**config.mk**
```make
export PLATFORM = sky130hd
export DESIGN_NAME = l1_l2_arbiter
export DESIGN_NICKNAME = d
export VERILOG_FILES = /design/src/rtl/l1_l2_arbiter.sv
export SDC_FILE = /design/constraint.sdc
export NUM_CORES = 1
export LEC_CHECK = 0
export ABC_AREA = 0
export CORE_AREA = 5 5 651 653
export CTS_BUF_LIST = sky130_fd_sc_hd__clkbuf_16
export CTS_CLUSTER_SIZE = 24
export DETAILED_ROUTE_END_ITERATION = 16
export DIE_AREA = 0 0 656 658
export DONT_BUFFER_PORTS = 1
export SLEW_MARGIN = 30
export SYNTH_ARGS = -nofsm -noshare
export SYNTH_HDL_FRONTEND = slang
export SYNTH_SLANG_ARGS = --single-unit
export TNS_END_PERCENT = 10
```
**constraint.sdc**
```tcl
create_clock -name clk -period 3.4 [get_ports clk]
set_input_delay 1.02 -clock clk [delete_from_list [all_inputs] [get_ports clk]]
set_output_delay 1.02 -clock clk [all_outputs]
set_load 0.005 [all_outputs]
```
**src/rtl/l1_l2_arbiter.sv**
```systemverilog
// Arbitrates N L1 caches onto a single L2 port: one owner at a time, optional
// write-back before the line fill, and a one-cycle completion pulse to the owner.
module l1_l2_arbiter #(
    parameter int N_PORTS    = 2,
    parameter int TAG_W      = 22,
    parameter int INDEX_W    = 4,
    parameter int DATA_W     = 512,
    parameter int FIXED_PRIO = 0
) (
    input  logic                         clk,
    input  logic                         rst,
    input  logic [N_PORTS-1:0]           read_i,
    input  logic [N_PORTS-1:0]           write_i,
    input  logic [N_PORTS*TAG_W-1:0]     tag_i,
    input  logic [N_PORTS*INDEX_W-1:0]   index_i,
    input  logic [N_PORTS*TAG_W-1:0]     write_tag_i,
    input  logic [N_PORTS*INDEX_W-1:0]   write_index_i,
    input  logic [N_PORTS*DATA_W-1:0]    write_data_i,
    output logic [N_PORTS-1:0]           ready_o,
    output logic                         read_o,
    output logic                         write_o,
    output logic [TAG_W-1:0]             tag_o,
    output logic [INDEX_W-1:0]           index_o,
    output logic [DATA_W-1:0]            write_data_o,
    input  logic                         ready_i,
    output logic [N_PORTS-1:0]           grant_o,
    output logic                         busy_o
);

    localparam int PTR_W = (N_PORTS > 1) ? $clog2(N_PORTS) : 1;

    localparam logic [1:0] S_IDLE  = 2'd0;
    localparam logic [1:0] S_WRITE = 2'd1;
    localparam logic [1:0] S_READ  = 2'd2;
    localparam logic [1:0] S_DONE  = 2'd3;

    logic [1:0]          state_q, state_d;
    logic [PTR_W-1:0]    rr_ptr_q, rr_ptr_d;
    logic [PTR_W-1:0]    gidx_q, gidx_d;
    logic [N_PORTS-1:0]  grant_q, grant_d;
    logic                read_q, read_d;
    logic                write_q, write_d;
    logic [TAG_W-1:0]    tag_q, tag_d;
    logic [INDEX_W-1:0]  index_q, index_d;
    logic [DATA_W-1:0]   wdata_q, wdata_d;
    logic [N_PORTS-1:0]  ready_q, ready_d;
    logic                busy_q, busy_d;

    logic [N_PORTS-1:0]  req;
    logic                win_found;
    logic [PTR_W-1:0]    win_idx;
    int                  cand;

    // Scan starts at rr_ptr (or port 0 in fixed mode) and wraps; first hit wins.
    always_comb begin
        req       = read_i | write_i;
        win_found = 1'b0;
        win_idx   = '0;
        cand      = 0;
        for (int i = 0; i < N_PORTS; i++) begin
            if (FIXED_PRIO != 0) begin
                cand = i;
            end else begin
                cand = int'(rr_ptr_q) + i;
                if (cand >= N_PORTS) cand = cand - N_PORTS;
            end
            if (!win_found && req[cand]) begin
                win_found = 1'b1;
                win_idx   = PTR_W'(cand);
            end
        end
    end

    always_comb begin
        state_d  = state_q;
        rr_ptr_d = rr_ptr_q;
        gidx_d   = gidx_q;
        grant_d  = grant_q;
        case (state_q)
            S_IDLE: begin
                if (win_found) begin
                    gidx_d = win_idx;
                    for (int i = 0; i < N_PORTS; i++) grant_d[i] = (i == int'(win_idx));
                    state_d = write_i[win_idx] ? S_WRITE : S_READ;
                end
            end
            S_WRITE: begin
                if (ready_i) state_d = read_i[gidx_q] ? S_READ : S_DONE;
            end
            S_READ: begin
                if (ready_i) state_d = S_DONE;
            end
            default: begin
                state_d = S_IDLE;
                grant_d = '0;
                if (int'(gidx_q) == N_PORTS - 1) rr_ptr_d = '0;
                else                             rr_ptr_d = gidx_q + 1'b1;
            end
        endcase
    end

    // Outputs are derived from the next state so they register alongside it.
    always_comb begin
        read_d  = (state_d == S_READ);
        write_d = (state_d == S_WRITE);
        busy_d  = (state_d != S_IDLE);
        ready_d = (state_d == S_DONE) ? grant_d : '0;
        tag_d   = '0;
        index_d = '0;
        wdata_d = '0;
        if (state_d == S_WRITE) begin
            tag_d   = write_tag_i[gidx_d*TAG_W +: TAG_W];
            index_d = write_index_i[gidx_d*INDEX_W +: INDEX_W];
            wdata_d = write_data_i[gidx_d*DATA_W +: DATA_W];
        end else if (state_d == S_READ) begin
            tag_d   = tag_i[gidx_d*TAG_W +: TAG_W];
            index_d = index_i[gidx_d*INDEX_W +: INDEX_W];
        end
    end

    always_ff @(posedge clk) begin
        if (rst) begin
            state_q  <= S_IDLE;
            rr_ptr_q <= '0;
            gidx_q   <= '0;
            grant_q  <= '0;
            read_q   <= 1'b0;
            write_q  <= 1'b0;
            tag_q    <= '0;
            index_q  <= '0;
            wdata_q  <= '0;
            ready_q  <= '0;
            busy_q   <= 1'b0;
        end else begin
            state_q  <= state_d;
            rr_ptr_q <= rr_ptr_d;
            gidx_q   <= gidx_d;
            grant_q  <= grant_d;
            read_q   <= read_d;
            write_q  <= write_d;
            tag_q    <= tag_d;
            index_q  <= index_d;
            wdata_q  <= wdata_d;
            ready_q  <= ready_d;
            busy_q   <= busy_d;
        end
    end

    assign ready_o      = ready_q;
    assign read_o       = read_q;
    assign write_o      = write_q;
    assign tag_o        = tag_q;
    assign index_o      = index_q;
    assign write_data_o = wdata_q;
    assign grant_o      = grant_q;
    assign busy_o       = busy_q;

endmodule

```
==> reports/qor.csv <==
stage,metric,value,unit
timing,slew_viol_final,0,
timing,max_slew.worst_pin.slew,0.885,ns
clock_network,clock_tree_root_driver_cell,sky130_fd_sc_hd__clkbuf_16,
logic_synthesis,synthTopCellsByArea,"sky130_fd_sc_hd__dfxtp_1, sky130_fd_sc_hd__nand2_1, sky130_fd_sc_hd__a21oi_1, sky130_fd_sc_hd__buf_8, sky130_fd_sc_hd__buf_2",
timing,skew,0.0709,ns
logic_synthesis,synthesis.nets,3582,
global_routing,grt_max_degree,119,
global_routing,grt_pass1_vias,19465,
cells_and_area,fillers,49142,
routing,drt-met1-wl,106000,µm
logic_synthesis,post_syn_area,0.0202,mm²
global_routing,grt_first_pass_wirelength,384000,µm
timing,fin_crit,3.26,ns
global_routing,overflow_after_grt,0,
clock_network,cts-resized-gates,0,
outcome,outcome,finished clean,
timing,hold_violations,0,
placed_design,place.detailed.hpwl,315000,µm
cells_and_area,finalInstanceArea,0.0302,mm²
worst_hold_path,worst_hold_path.num_cells,1,
worst_setup_path,worst_stage_delay_on_the_critical_path,0.72,ns
clock_network,postCtsHoldBufs,0,
routing,drt_drc_violations_left,0,
die,die_footprint,0.432,mm²
clock_network,clkSinkCount,549,
logic_synthesis,syn_avg_cell_area,8.29,µm²
job,cap_viol_max_count,0,
routing,highest-signal-layer,met5,
timing,final-setup-viol-count,0,
die,die_x,656,µm
worst_hold_path,hp-class,in2reg,
placed_design,place.detailed.instances,7884,
logic_synthesis,ys_dominant_reg_cell,sky130_fd_sc_hd__dfxtp_1,
worst_setup_path,r2r.worst_path.cells,10,
worst_setup_path,setup.worst_path.class,reg2reg,
logic_synthesis,synth-seq-cells,549,
placed_design,placement.setup.worst_slack,-0.256,ns
clock_network,postCtsSetupRepairBufs,0,
logic_synthesis,yosysSeqAreaShare,0.543,
pwr,report.power.total,0.0236,W
die,io_pins,1680,
routing,firstDrtPassIters,8,
worst_setup_path,timing.critical_path.mode_cell,sky130_fd_sc_hd__buf_4,
worst_setup_path,highest_fanout_seen_on_the_critical_path,16,
die,core-area,0.418,mm²
cells_and_area,final_cells,8177,
logic_synthesis,synthCells,2442,
clock_network,cts_htree_levels,3,
global_routing,antenna_found_initial,296,
pwr,power_leakage,9.95,nW
clock_network,clk_pin_slew_worst_paths,0.07,ns
routing,dr_wl_met2,156000,µm
routing,dr.first_iter.drc_count,2596,
routing,detailroute.wirelength.met3,61900,µm
die,floorplan.initialDensity,0.0484,
cells_and_area,synthToLayoutAreaGrowth,49.1,%
worst_setup_path,timing.critical_path.to_type,register,
logic_synthesis,share_of_synthesized_registers_carrying_an_async_set_or_reset,0,
routing,ant_nets,0,
clock_network,cts.path.max_buffers,4,
global_routing,gr-usage-all-layers,0.151,
die,die_y,658,µm
pwr,power-per-cell-area,783,mW/mm²
worst_setup_path,worst_setup_path_start_kind,register,
logic_synthesis,synth_top_area_frac,0.543,
placed_design,post_dp_cell_area,0.0272,mm²
worst_setup_path,timing.critical_path.required,4.11,ns
clock_network,tritoncts,yes,
cells_and_area,share_of_layout_cells_above_drive_strength_1,0.124,
logic_synthesis,synth_enable_flop_cells,0,
timing,timing.slew.headroom,0.409,
logic_synthesis,synth_largest_area_cell,sky130_fd_sc_hd__dfxtp_1,
clock_network,clk_latency,0.85,ns
worst_setup_path,cp.arrival,3.97,ns
logic_synthesis,ys_types,36,
routing,wl,342000,µm
cells_and_area,nets,3587,
logic_synthesis,yosysMostFrequentCell,sky130_fd_sc_hd__nand2_1,
logic_synthesis,synth.yosys.warnings,0,
timing,max_clock_freq,0.307,GHz
worst_setup_path,cpMaxStageDelayCell,sky130_fd_sc_hd__mux2i_2,
timing,period_share,0.958,
routing,detailroute.via_count,21504,
placed_design,port-buffer-count,0,
logic_synthesis,post_synth_most_frequent_cells,"sky130_fd_sc_hd__nand2_1, sky130_fd_sc_hd__dfxtp_1, sky130_fd_sc_hd__a21oi_1",
routing,detail_route.wl_per_cell,41.9,µm
clock_network,number_of_buffers_created_by_cts,81,
timing,grt_setup_unrepaired,false,
timing,postLayoutSetupSlackWorst,0.142,ns
routing,post_drt_via_cell_ratio,2.63,
worst_setup_path,cells_along_the_critical_path,inv_1 > ha_1 > o21ai_0 > o21ba_4 > or2_4 > buf_12 > mux2i_2 > buf_4 > o32ai_1 > buf_4,
pwr,ir_worst_vdd,573,µV
die,rows,238,
placed_design,place.gp.congestion,1.07,
==> path summary, 6_finish.rpt <==
| path | start | to | slack [ns] |
|---|---|---|---|
| worst max register to register | state_q[0] | tag_o[4] | 0.14 |
| worst min register to register | gidx_q | rr_ptr_q | 0.51 |
| worst min-delay path | rst | rr_ptr_q | 0.31 |
| worst max-delay path | state_q[0] | tag_o[4] | 0.14 |
==> area by class of cell <==
cell class,count,area [µm²],area share
sequential,549,11000,0.364
multi-input combinational,1692,7920,0.263
tap,5520,6910,0.229
clock buffer,82,2050,0.0680
timing repair buffer,117,1370,0.0453
clock inverter,62,546,0.0181
antenna,149,373,0.0124
inverter,6,22.5,0.000746
==> cells in the final DEF (no fill, tap or decap), drive strengths merged, types with 10 or more instances in the layout <==
cell type,instances
a21oi,514
buf,117
clkbuf,82
clkinv,27
dfxtp,549
diode,149
inv,29
mux2i,27
nand2,1025
nor2,10
o2111ai,26
o32ai,26
or3,26
==> kinds of logic (layout without fill, tap and decap cells) <==
logic type / after synthesis / after routing / synth area share
buffers and inverters: 201 / 267 / 0.0722
DFF: 549 / 549 / 0.543
AOI/OAI and AO/OA: 584 / 584 / 0.164
and+or+nand+nor: 1076 / 1076 / 0.205
adders and majority gates: 5 / 5 / 0.00309
muxes: 27 / 27 / 0.0133
other: 0 / 149 / 0
==> critical path, delay by kind of cell (launching register included) <==
kind / cells / cell delay (ns)
buffers and inverters: 4 / 0.84
flip-flops: 1 / 0.47
AND/OR/NAND/NOR: 1 / 0.22
multiplexers: 1 / 0.72
AO/OA/AOI/OAI: 3 / 0.57
adder cells (fa/ha/maj): 1 / 0.29
==> per-layer routing <==
metal / GRT usage / vias up
met4: 0.0607 / 154
met2: 0.244 / 2360
met3: 0.124 / 777
met5: 0.00709 / -
li1: - / 8190
met1: 0.139 / 10023
==> power breakdown <==
group / total (W) / switching (W) / leakage (nW) / internal (W)
Clock: 0.00876 / 0.00386 / 1.29 / 0.00490
Sequential: 0.0102 / 0.00274 / 4.47 / 0.00743
Combinational: 0.00471 / 0.00338 / 4.19 / 0.00133
==> registers in the layout, summed over array words and instances (netlist names) <==
| name | flops |
|---|---|
| grant_o | 2 |
| state_q | 2 |
| gidx_q | 1 |
| tag_o | 22 |
| index_o | 4 |
| write_data_o | 512 |
| ready_o | 2 |
| read_o | 1 |
| busy_o | 1 |
| write_o | 1 |
| rr_ptr_q | 1 |
==> stage by stage <==
| stage | setup TNS, ns | util | hold slack [ns] |
|---|---|---|---|
| after floorplan | 0 | - | 0.450 |
| after global placement | -0.655 | 0.0651 | 0.485 |
| after detailed placement | -0.283 | 0.0651 | 0.492 |
| after CTS | 0 | 0.0713 | 0.172 |
| after global routing | 0 | 0.0719 | 0.217 |
| final | 0 | 0.0722 | 0.307 |
(Power assumes the default switching activity.)
